`src/rtl/burst_pkg.sv`:
```
// Shared definitions for the burst memory slave.
// - state_t      : controller states
// - BURST_INCR / BURST_WRAP : values of the io_wrap mode bit
// - next_addr()  : next word address for INCR or WRAP bursts (32-bit, caller truncates)
// - is_pow2()    : legality test for WRAP burst lengths
package burst_pkg;

    typedef enum logic [1:0] {
        IDLE  = 2'd0,
        WRITE = 2'd1,
        READ  = 2'd2
    } state_t;

    localparam logic BURST_INCR = 1'b0;
    localparam logic BURST_WRAP = 1'b1;

    // WRAP keeps the high bits of the len-aligned window and increments only
    // the low bits, so the burst cycles inside that window.
    function automatic logic [31:0] next_addr(input logic [31:0] addr,
                                              input logic [31:0] len,
                                              input logic        wrap);
        logic [31:0] mask;
        mask = len - 32'd1;
        if (wrap == BURST_WRAP) begin
            return (addr & ~mask) | ((addr + 32'd1) & mask);
        end
        return addr + 32'd1;
    endfunction

    function automatic logic is_pow2(input logic [31:0] len);
        return (len != 32'd0) && ((len & (len - 32'd1)) == 32'd0);
    endfunction

endpackage

```
`src/rtl/burst_addr_gen.sv`:
```
// Address and beat counter for one burst.
// Ports:
// - clock, reset : clock and synchronous active-high reset
// - i_load       : capture start address, length and mode
// - i_advance    : one beat done; step address, decrement remaining beats
// - i_addr/i_len/i_wrap : burst command fields captured on i_load
// - o_addr       : current beat address
// - o_last       : exactly one beat remains
// - o_empty      : no beats remain
module burst_addr_gen
    import burst_pkg::*;
#(
    parameter int ADDR_W = 4,
    parameter int LEN_W  = 4
) (
    input  logic              clock,
    input  logic              reset,
    input  logic              i_load,
    input  logic              i_advance,
    input  logic [ADDR_W-1:0] i_addr,
    input  logic [LEN_W-1:0]  i_len,
    input  logic              i_wrap,
    output logic [ADDR_W-1:0] o_addr,
    output logic              o_last,
    output logic              o_empty
);

    logic [ADDR_W-1:0] r_addr;
    logic [LEN_W-1:0]  r_beats;
    logic [LEN_W-1:0]  r_len;
    logic              r_wrap;
    logic [31:0]       w_next_full;
    logic              w_unused_hi;

    assign w_next_full = next_addr({{(32-ADDR_W){1'b0}}, r_addr},
                                   {{(32-LEN_W){1'b0}}, r_len},
                                   r_wrap);
    // Bits above ADDR_W fall away: this is the mod-DEPTH wrap of INCR.
    assign w_unused_hi = ^w_next_full[31:ADDR_W];

    always_ff @(posedge clock) begin
        if (reset) begin
            r_addr  <= '0;
            r_beats <= '0;
            r_len   <= '0;
            r_wrap  <= BURST_INCR;
        end else if (i_load) begin
            r_addr  <= i_addr;
            r_beats <= i_len;
            r_len   <= i_len;
            r_wrap  <= i_wrap;
        end else if (i_advance) begin
            r_addr  <= w_next_full[ADDR_W-1:0];
            r_beats <= r_beats - 1'b1;
        end
    end

    assign o_addr  = r_addr;
    assign o_last  = (r_beats == LEN_W'(1));
    assign o_empty = (r_beats == '0);

endmodule

```
`src/rtl/burst_mem_slave.sv`:
```
// Burst-capable memory slave: one read or write burst command, then io_length
// beats to/from an internal DEPTH-word array with INCR or WRAP addressing.
// Ports:
// - clock, reset              : clock, synchronous active-high reset
// - io_wr, io_rd              : burst commands, sampled in IDLE
// - io_address, io_length, io_wrap : burst start, beat count, mode
// - io_wdata, io_wvalid       : write beats
// - io_ready                  : command accept (IDLE) / write beat accept (WRITE)
// - io_rdata, io_rddatavalid, io_rready : read beats with back-pressure
// - io_busy                   : a burst is in progress
// - io_done                   : 1-cycle pulse after the last beat
// - io_cmd_err                : 1-cycle pulse on a rejected command
module burst_mem_slave
    import burst_pkg::*;
#(
    parameter  int DATA_W  = 32,
    parameter  int ADDR_W  = 4,
    parameter  int MAX_LEN = 8,
    localparam int LEN_W   = $clog2(MAX_LEN + 1)
) (
    input  logic              clock,
    input  logic              reset,
    input  logic              io_wr,
    input  logic              io_rd,
    input  logic [ADDR_W-1:0] io_address,
    input  logic [LEN_W-1:0]  io_length,
    input  logic              io_wrap,
    input  logic [DATA_W-1:0] io_wdata,
    input  logic              io_wvalid,
    output logic              io_ready,
    output logic [DATA_W-1:0] io_rdata,
    output logic              io_rddatavalid,
    input  logic              io_rready,
    output logic              io_busy,
    output logic              io_done,
    output logic              io_cmd_err
);

    localparam int               DEPTH     = 2 ** ADDR_W;
    localparam logic [LEN_W-1:0] MAX_LEN_L = LEN_W'(MAX_LEN);

    state_t            r_state;
    logic [DATA_W-1:0] r_rdata;
    logic              r_rddatavalid;
    logic              r_done;
    logic              r_cmd_err;
    logic [DATA_W-1:0] r_mem [DEPTH];

    logic [ADDR_W-1:0] w_addr;
    logic              w_last;
    logic              w_empty;
    logic              w_cmd;
    logic              w_cmd_legal;
    logic              w_load;
    logic              w_wr_beat;
    logic              w_rd_beat;
    logic              w_rd_end;

    assign w_cmd       = io_wr | io_rd;
    assign w_cmd_legal = !(io_wr && io_rd)
                      && (io_length != '0) && (io_length <= MAX_LEN_L)
                      && (!io_wrap || is_pow2({{(32-LEN_W){1'b0}}, io_length}));
    assign w_load      = (r_state == IDLE) && w_cmd && w_cmd_legal;
    assign w_wr_beat   = (r_state == WRITE) && io_wvalid;
    // A new read beat may be fetched when the output slot is empty or being drained.
    assign w_rd_beat   = (r_state == READ) && !w_empty && (!r_rddatavalid || io_rready);
    assign w_rd_end    = (r_state == READ) && w_empty && r_rddatavalid && io_rready;

    burst_addr_gen #(
        .ADDR_W (ADDR_W),
        .LEN_W  (LEN_W)
    ) u_addr_gen (
        .clock     (clock),
        .reset     (reset),
        .i_load    (w_load),
        .i_advance (w_wr_beat | w_rd_beat),
        .i_addr    (io_address),
        .i_len     (io_length),
        .i_wrap    (io_wrap),
        .o_addr    (w_addr),
        .o_last    (w_last),
        .o_empty   (w_empty)
    );

    // Array keeps its contents across reset; a beat on the reset edge is dropped.
    always_ff @(posedge clock) begin
        if (w_wr_beat && !reset) begin
            r_mem[w_addr] <= io_wdata;
        end
    end

    always_ff @(posedge clock) begin
        if (reset) begin
            r_state       <= IDLE;
            r_rdata       <= '0;
            r_rddatavalid <= 1'b0;
            r_done        <= 1'b0;
            r_cmd_err     <= 1'b0;
        end else begin
            r_done    <= 1'b0;
            r_cmd_err <= 1'b0;
            case (r_state)
                IDLE: begin
                    if (w_cmd) begin
                        if (w_cmd_legal) begin
                            r_state <= io_wr ? WRITE : READ;
                        end else begin
                            r_cmd_err <= 1'b1;
                        end
                    end
                end
                WRITE: begin
                    if (io_wvalid && w_last) begin
                        r_state <= IDLE;
                        r_done  <= 1'b1;
                    end
                end
                READ: begin
                    if (w_rd_beat) begin
                        r_rdata       <= r_mem[w_addr];
                        r_rddatavalid <= 1'b1;
                    end else if (w_rd_end) begin
                        r_rddatavalid <= 1'b0;
                        r_done        <= 1'b1;
                        r_state       <= IDLE;
                    end
                end
                default: r_state <= IDLE;
            endcase
        end
    end

    assign io_ready       = (r_state != READ);
    assign io_busy        = (r_state != IDLE);
    assign io_rdata       = r_rdata;
    assign io_rddatavalid = r_rddatavalid;
    assign io_done        = r_done;
    assign io_cmd_err     = r_cmd_err;

endmodule

```
`config.mk`:
```
export PLATFORM = sky130hd
export DESIGN_NAME = burst_mem_slave
export DESIGN_NICKNAME = d
export VERILOG_FILES = /design/src/rtl/burst_pkg.sv /design/src/rtl/burst_addr_gen.sv /design/src/rtl/burst_mem_slave.sv
export SDC_FILE = /design/constraint.sdc
export NUM_CORES = 1
export LEC_CHECK = 0
export BUFFER_PORTS_ARGS = -buffer_cell sky130_fd_sc_hd__buf_2
export CORE_MARGIN = 3
export CORE_UTILIZATION = 48
export CTS_CLUSTER_SIZE = 30
export DETAILED_ROUTE_END_ITERATION = 8
export PLACE_DENSITY = 0.67
export REMOVE_ABC_BUFFERS = 1
export SLEW_MARGIN = 40
export SYNTH_ARGS = -nofsm -noshare
export SYNTH_HDL_FRONTEND = slang
export SYNTH_SLANG_ARGS = --single-unit
```
`constraint.sdc`:
```
create_clock -name clock -period 3.1 [get_ports clock]
set_input_delay 0.465 -clock clock [delete_from_list [all_inputs] [get_ports clock]]
set_output_delay 0.465 -clock clock [all_outputs]
set_load 0.01 [all_outputs]
```
* After elaboration in Yosys (flattened, before gate mapping)
Memories as Yosys holds them, arrays and structs flattened. A register that Yosys moved wholly into a read port is not among the register bits. Cells that the tools add are included.
Storage, ports and cells: register bits 18, bits in writable memories 512, bits of input ports 47, output and inout port bits 37, logic and storage cells 88, memories 1
Memory list:
- r_mem | depth 16, width 32, rd ports 1, clocked after Yosys merged registers in 1, write ports 1, RTL line burst_mem_slave.sv:47 | logic [DATA_W-1:0] r_mem [DEPTH];
Operators by class: add/sub/neg operators 4, order comparisons 1, eq/ne operators 9, multiplexer cells 23, bitwise gates (word level) 9, reductions and logical operators 33
Operators with widths (count):
- bitwise AND 4 x 32 -> 32 bit | 1
- zero test 32 bit | 1
- 2-to-1 mux 4 bit | 6
- logical AND 1 bit | 15
- 2-to-1 mux 2 bit | 6
- != test 2 bit, second input constant | 5
- 2-to-1 mux 1 bit | 9
- bitwise AND 4 bit | 2
- subtractor 4 x 1 -> 4 bit, second input constant | 2
- case mux 2 bit (3 select lines) | 1
- nonzero test 2 bit | 3
- zero test 1 bit | 5
- AND reduction 5 bit | 1
- subtractor 4 x 1 -> 5 bit, second input constant | 1
- adder 4 x 1 -> 4 bit, second input constant | 1
- equality test 4 x 1 -> 1 bit, second input constant | 1
- <= comparator 4 bit, second input constant | 1
- zero test 4 bit | 1
- NOT 4 bit | 1
- bitwise OR 4 bit | 1
- AND reduction 2 bit | 2
- nonzero test 4 bit | 1
- OR reduction 3 bit | 1
- equality test 2 x 1 -> 1 bit, second input constant | 1
- other kinds (7) | 10

* Depth between registers and ports, before layout
depth after elaboration 9, depth in mapped cells 8, mapped depth without buffers 7

* Hierarchy
A second synthesis with hierarchy kept.
Unflattened totals: cell total of the unflattened synthesis 1150, area, all modules 21760.9 um2
Modules (own cells, without submodules):
- burst_mem_slave | times used 1, cells each 1071, area each 21065.2 um2
- burst_addr_gen | times used 1, cells each 79, area each 695.7 um2

* Worst setup path after synthesis
No wires, ideal clock.
path type register to register, start point register (tool-made name), end point memory r_mem[8][0] (enable), library setup time 0.421 ns, data arrival time 2.630 ns, path slack 0.049 ns, cell stages (with the launch flop) 9, period minus slack after synthesis 3.051 ns, cell sequence dfxtp_1 buf_2 buf_4 buf_2 buf_2 inv_1 ha_1 nand2_1 nor2_1
RTL lines (RTL line):
- end, declared | burst_mem_slave.sv:47

==> results.md <==
- DR DRC count: 0
- Area added between synthesis and finish: 15.1%
- CTS Buffer Depth: 3
- Clock transition at the registers of the reported paths: 60 ps
- Reg2Reg Launch Point: u_addr_gen.o_addr[0]$_SDFFE_PP0P_
- Area of the multi-input gates: 4770 um^2
- TritonCTS Buffers: 55
- Port bufs: 83
- FF+latch count, synth: 562
- Largest area contributor in the netlist: edfxtp_1
- Number of max-cap violations: 0
- Crit-path slowest cell: dfxtp_4
- # clock sinks: 562
- CP Launch Point: u_addr_gen.o_addr[0]$_SDFFE_PP0P_
- Critical Path Fanout Max: 34
- Syn avg cell area: 20.4 um^2
- HP Start: io_wrap
- Slew Limit Fails: 0
- Status: complete, no violations
- GR Util met1: 0.286
- Core area: 43,600 um^2
- Die W: 217 um
- Setup repair bufs after CTS: 0
- Vias in the first global route: 10.9k
- CTS tree: done
- Total GRT Usage: 0.198
- DR vias: 10.6k
- CTS Root Cell: clkbuf_16
- Cell with the most instances after synthesis: edfxtp_1
- Pre-CTS WS: 708 ps
- Kind of cell adding the most delay to the critical path: flip-flops
- Global-route wire length before repair: 69,400 um
- Worst Setup End Kind: flip-flop
- Routed Antenna Nets: 0
- Final worst-path cycle share: 0.747
- Initial core utilization: 0.490
- Io pins: 84
- Fraction of layout cells with a size suffix above 1: 0.293
- H-tree levels: 2
- FP Rows: 76
- Worst Setup Start Kind: flip-flop
- Top cell type's share of synthesized area: 0.720
- Die Height: 217 um
- Ys flop type: edfxtp_1
- Worst EP arrival: 2780 ps
- DR pass1 iterations: 5
- Crit-path max cell delay: 690 ps
- Hold Buf Count CTS: 0
- Ordered cell list for the critical path: buf_12 -> mux4_2 -> a22o_1 -> a21oi_1 -> a31oi_1
- Clk_lat worst skew: 590 ps
- Final core utilization: 0.564
- Fin cells: 1,799
- Overall power: 16.2 mW
- Lkg Pwr: 7.77 nW
- Ranking of synthesized cells by area: edfxtp_1, mux4_2, dfxtp_1
- Worst VDD drop: 0.415 mV
- HP Class: in -> reg
- Hold Violations, Final: 0
- GR Overflow Total: 0
- Final GP Congestion: 0.733
- Routed length per instance: 25.3 um
- Area post-placement: 22,800 um^2
- Met2 usage: 0.316
- Fin nets: 1,227
- Synth Warn #: 0
- Sequential element share of the synthesized area: 0.767
- Final setup margin: 783 ps
- Die ar.: 47,100 um^2
- DR vias/cell: 5.89
- Routed WL: 45,600 um
- Placed Cells incl. Taps: 1,697
- Routing usage on met3: 0.0462
- Slew HR: 0.512
- Hold slack: 155 ps
- Final setup TNS: 0 ps
- Iter 0 DRT Violations: 1,022
- Initial antenna violation count: 3
- CP Class: reg -> reg
- Req. time, crit path: 3570 ps
- Post-synth EDFFs: 512
- Synth top cells by count: edfxtp_1, mux4_2, dfxtp_1
- Final Cell Area: 24,600 um^2
- Largest net degree at the start of global routing: 59
- Ys async rst share: 0
- Final setup vio count: 0
- Fill count: 3,299
- GRT Max-Usage Layer: met2
- DP Wirelength: 25,500 um
- Cell area after synthesis: 21,400 um^2
- Reg area: 16,400 um^2
- Synthesized instance count: 1,048
- Tmin final: 2320 ps
- PwrDens: 658 nW/um^2
- RSZ-0062 raised after global routing: false
- Post-CTS sizing: 0
- Fmax: 432 MHz
- Slew @ Worst Pin: 732 ps
- Crit path buf inv count: 1
- Unique masters post-synth: 43
- Skew final: 15.6 ps
==> cells in the final DEF (no fill, tap or decap), types with 3 or more instances in the layout <==
cell         n
clkinv_2    11
dfxtp_1     48
bufinv_16    3
a31oi_1     30
a211oi_1     4
a22o_1      31
o21ai_0     38
clkinv_1     9
inv_1       13
clkbuf_1    16
nand3_1      7
clkbuf_16   57
nor2_4      17
mux2i_1      5
mux4_2     128
xor2_1       3
a21oi_1     44
buf_4       28
o31ai_1      6
buf_12      14
buf_2       83
edfxtp_1   512
nand2_1     41
xnor2_1      7
a22oi_1      5
ha_1        11
nand2b_1     3
nor2_1       7
==> worst register-to-register path, stage by stage, from the launching register on <==
cell and delay [ps]:
dfxtp_4 690, buf_12 360, mux4_2 610, a22o_1 270, a21oi_1 170, a31oi_1 120
==> flip-flops by register name, indices dropped and copies added (netlist names), named ones only <==
register	count
r_mem	512
io_rdata	32
u_addr_gen.r_beats	4
u_addr_gen.r_len	4
r_state	2
io_cmd_err	1
io_done	1
io_rddatavalid	1
u_addr_gen.o_addr	1
u_addr_gen.r_wrap	1
==> routing by layer <==
layer | vias up | share of wire
li1 | 4570 | -
met1 | 5556 | 0.42
met2 | 402 | 0.48
met3 | 56 | 0.078
met4 | 4 | 0.016
met5 | - | 0.00037
==> power by group <==
part / leakage (nW) / total, mW / internal (mW) / switching (mW)
clock: 0.845 / 6.35 / 3.66 / 2.68
combinational: 1.92 / 1.43 / 0.679 / 0.750
sequential: 5.01 / 8.39 / 8.31 / 0.0763
total: 7.77 / 16.2 / 12.7 / 3.51
==> logic make-up (layout without fill, tap and decap cells) <==
logic type      count (synthesis)  in the layout  synth area share
compound gates                164            164            0.0489
flops                         562            562             0.767
simple gates                   94             94            0.0199
xor+xnor                       10             10           0.00410
fa+ha+maj                      11             11           0.00644
mux                           133            133             0.137
other cells                     0              1                 0
buf+inv                        74            239            0.0165
==> cell type report <==
| cell class | instances | share of cell area |
|---|---|---|
| Sequential cell | 562 | 0.667 |
| Multi-Input combinational cell | 412 | 0.194 |
| Clock buffer | 75 | 0.0616 |
| Timing Repair Buffer | 125 | 0.0369 |
| Tap cell | 585 | 0.0298 |
| Clock inverter | 26 | 0.00871 |
| Inverter | 13 | 0.00199 |
| Antenna cell | 1 | 0.000102 |
==> path summary, 6_finish.rpt <==
path | end | slack (ps) | cells past startpoint
hold reg to reg | u_addr_gen.r_len[3]$_SDFFE_PP0P_ | 510 | 2
setup / recovery | io_rdata[20]$_SDFFE_PP0P_ | 780 | 5
setup reg to reg | io_rdata[20]$_SDFFE_PP0P_ | 780 | 5
hold / removal | u_addr_gen.r_wrap$_SDFFE_PP0P_ | 150 | 3
Power figures use the tool's default switching activity.
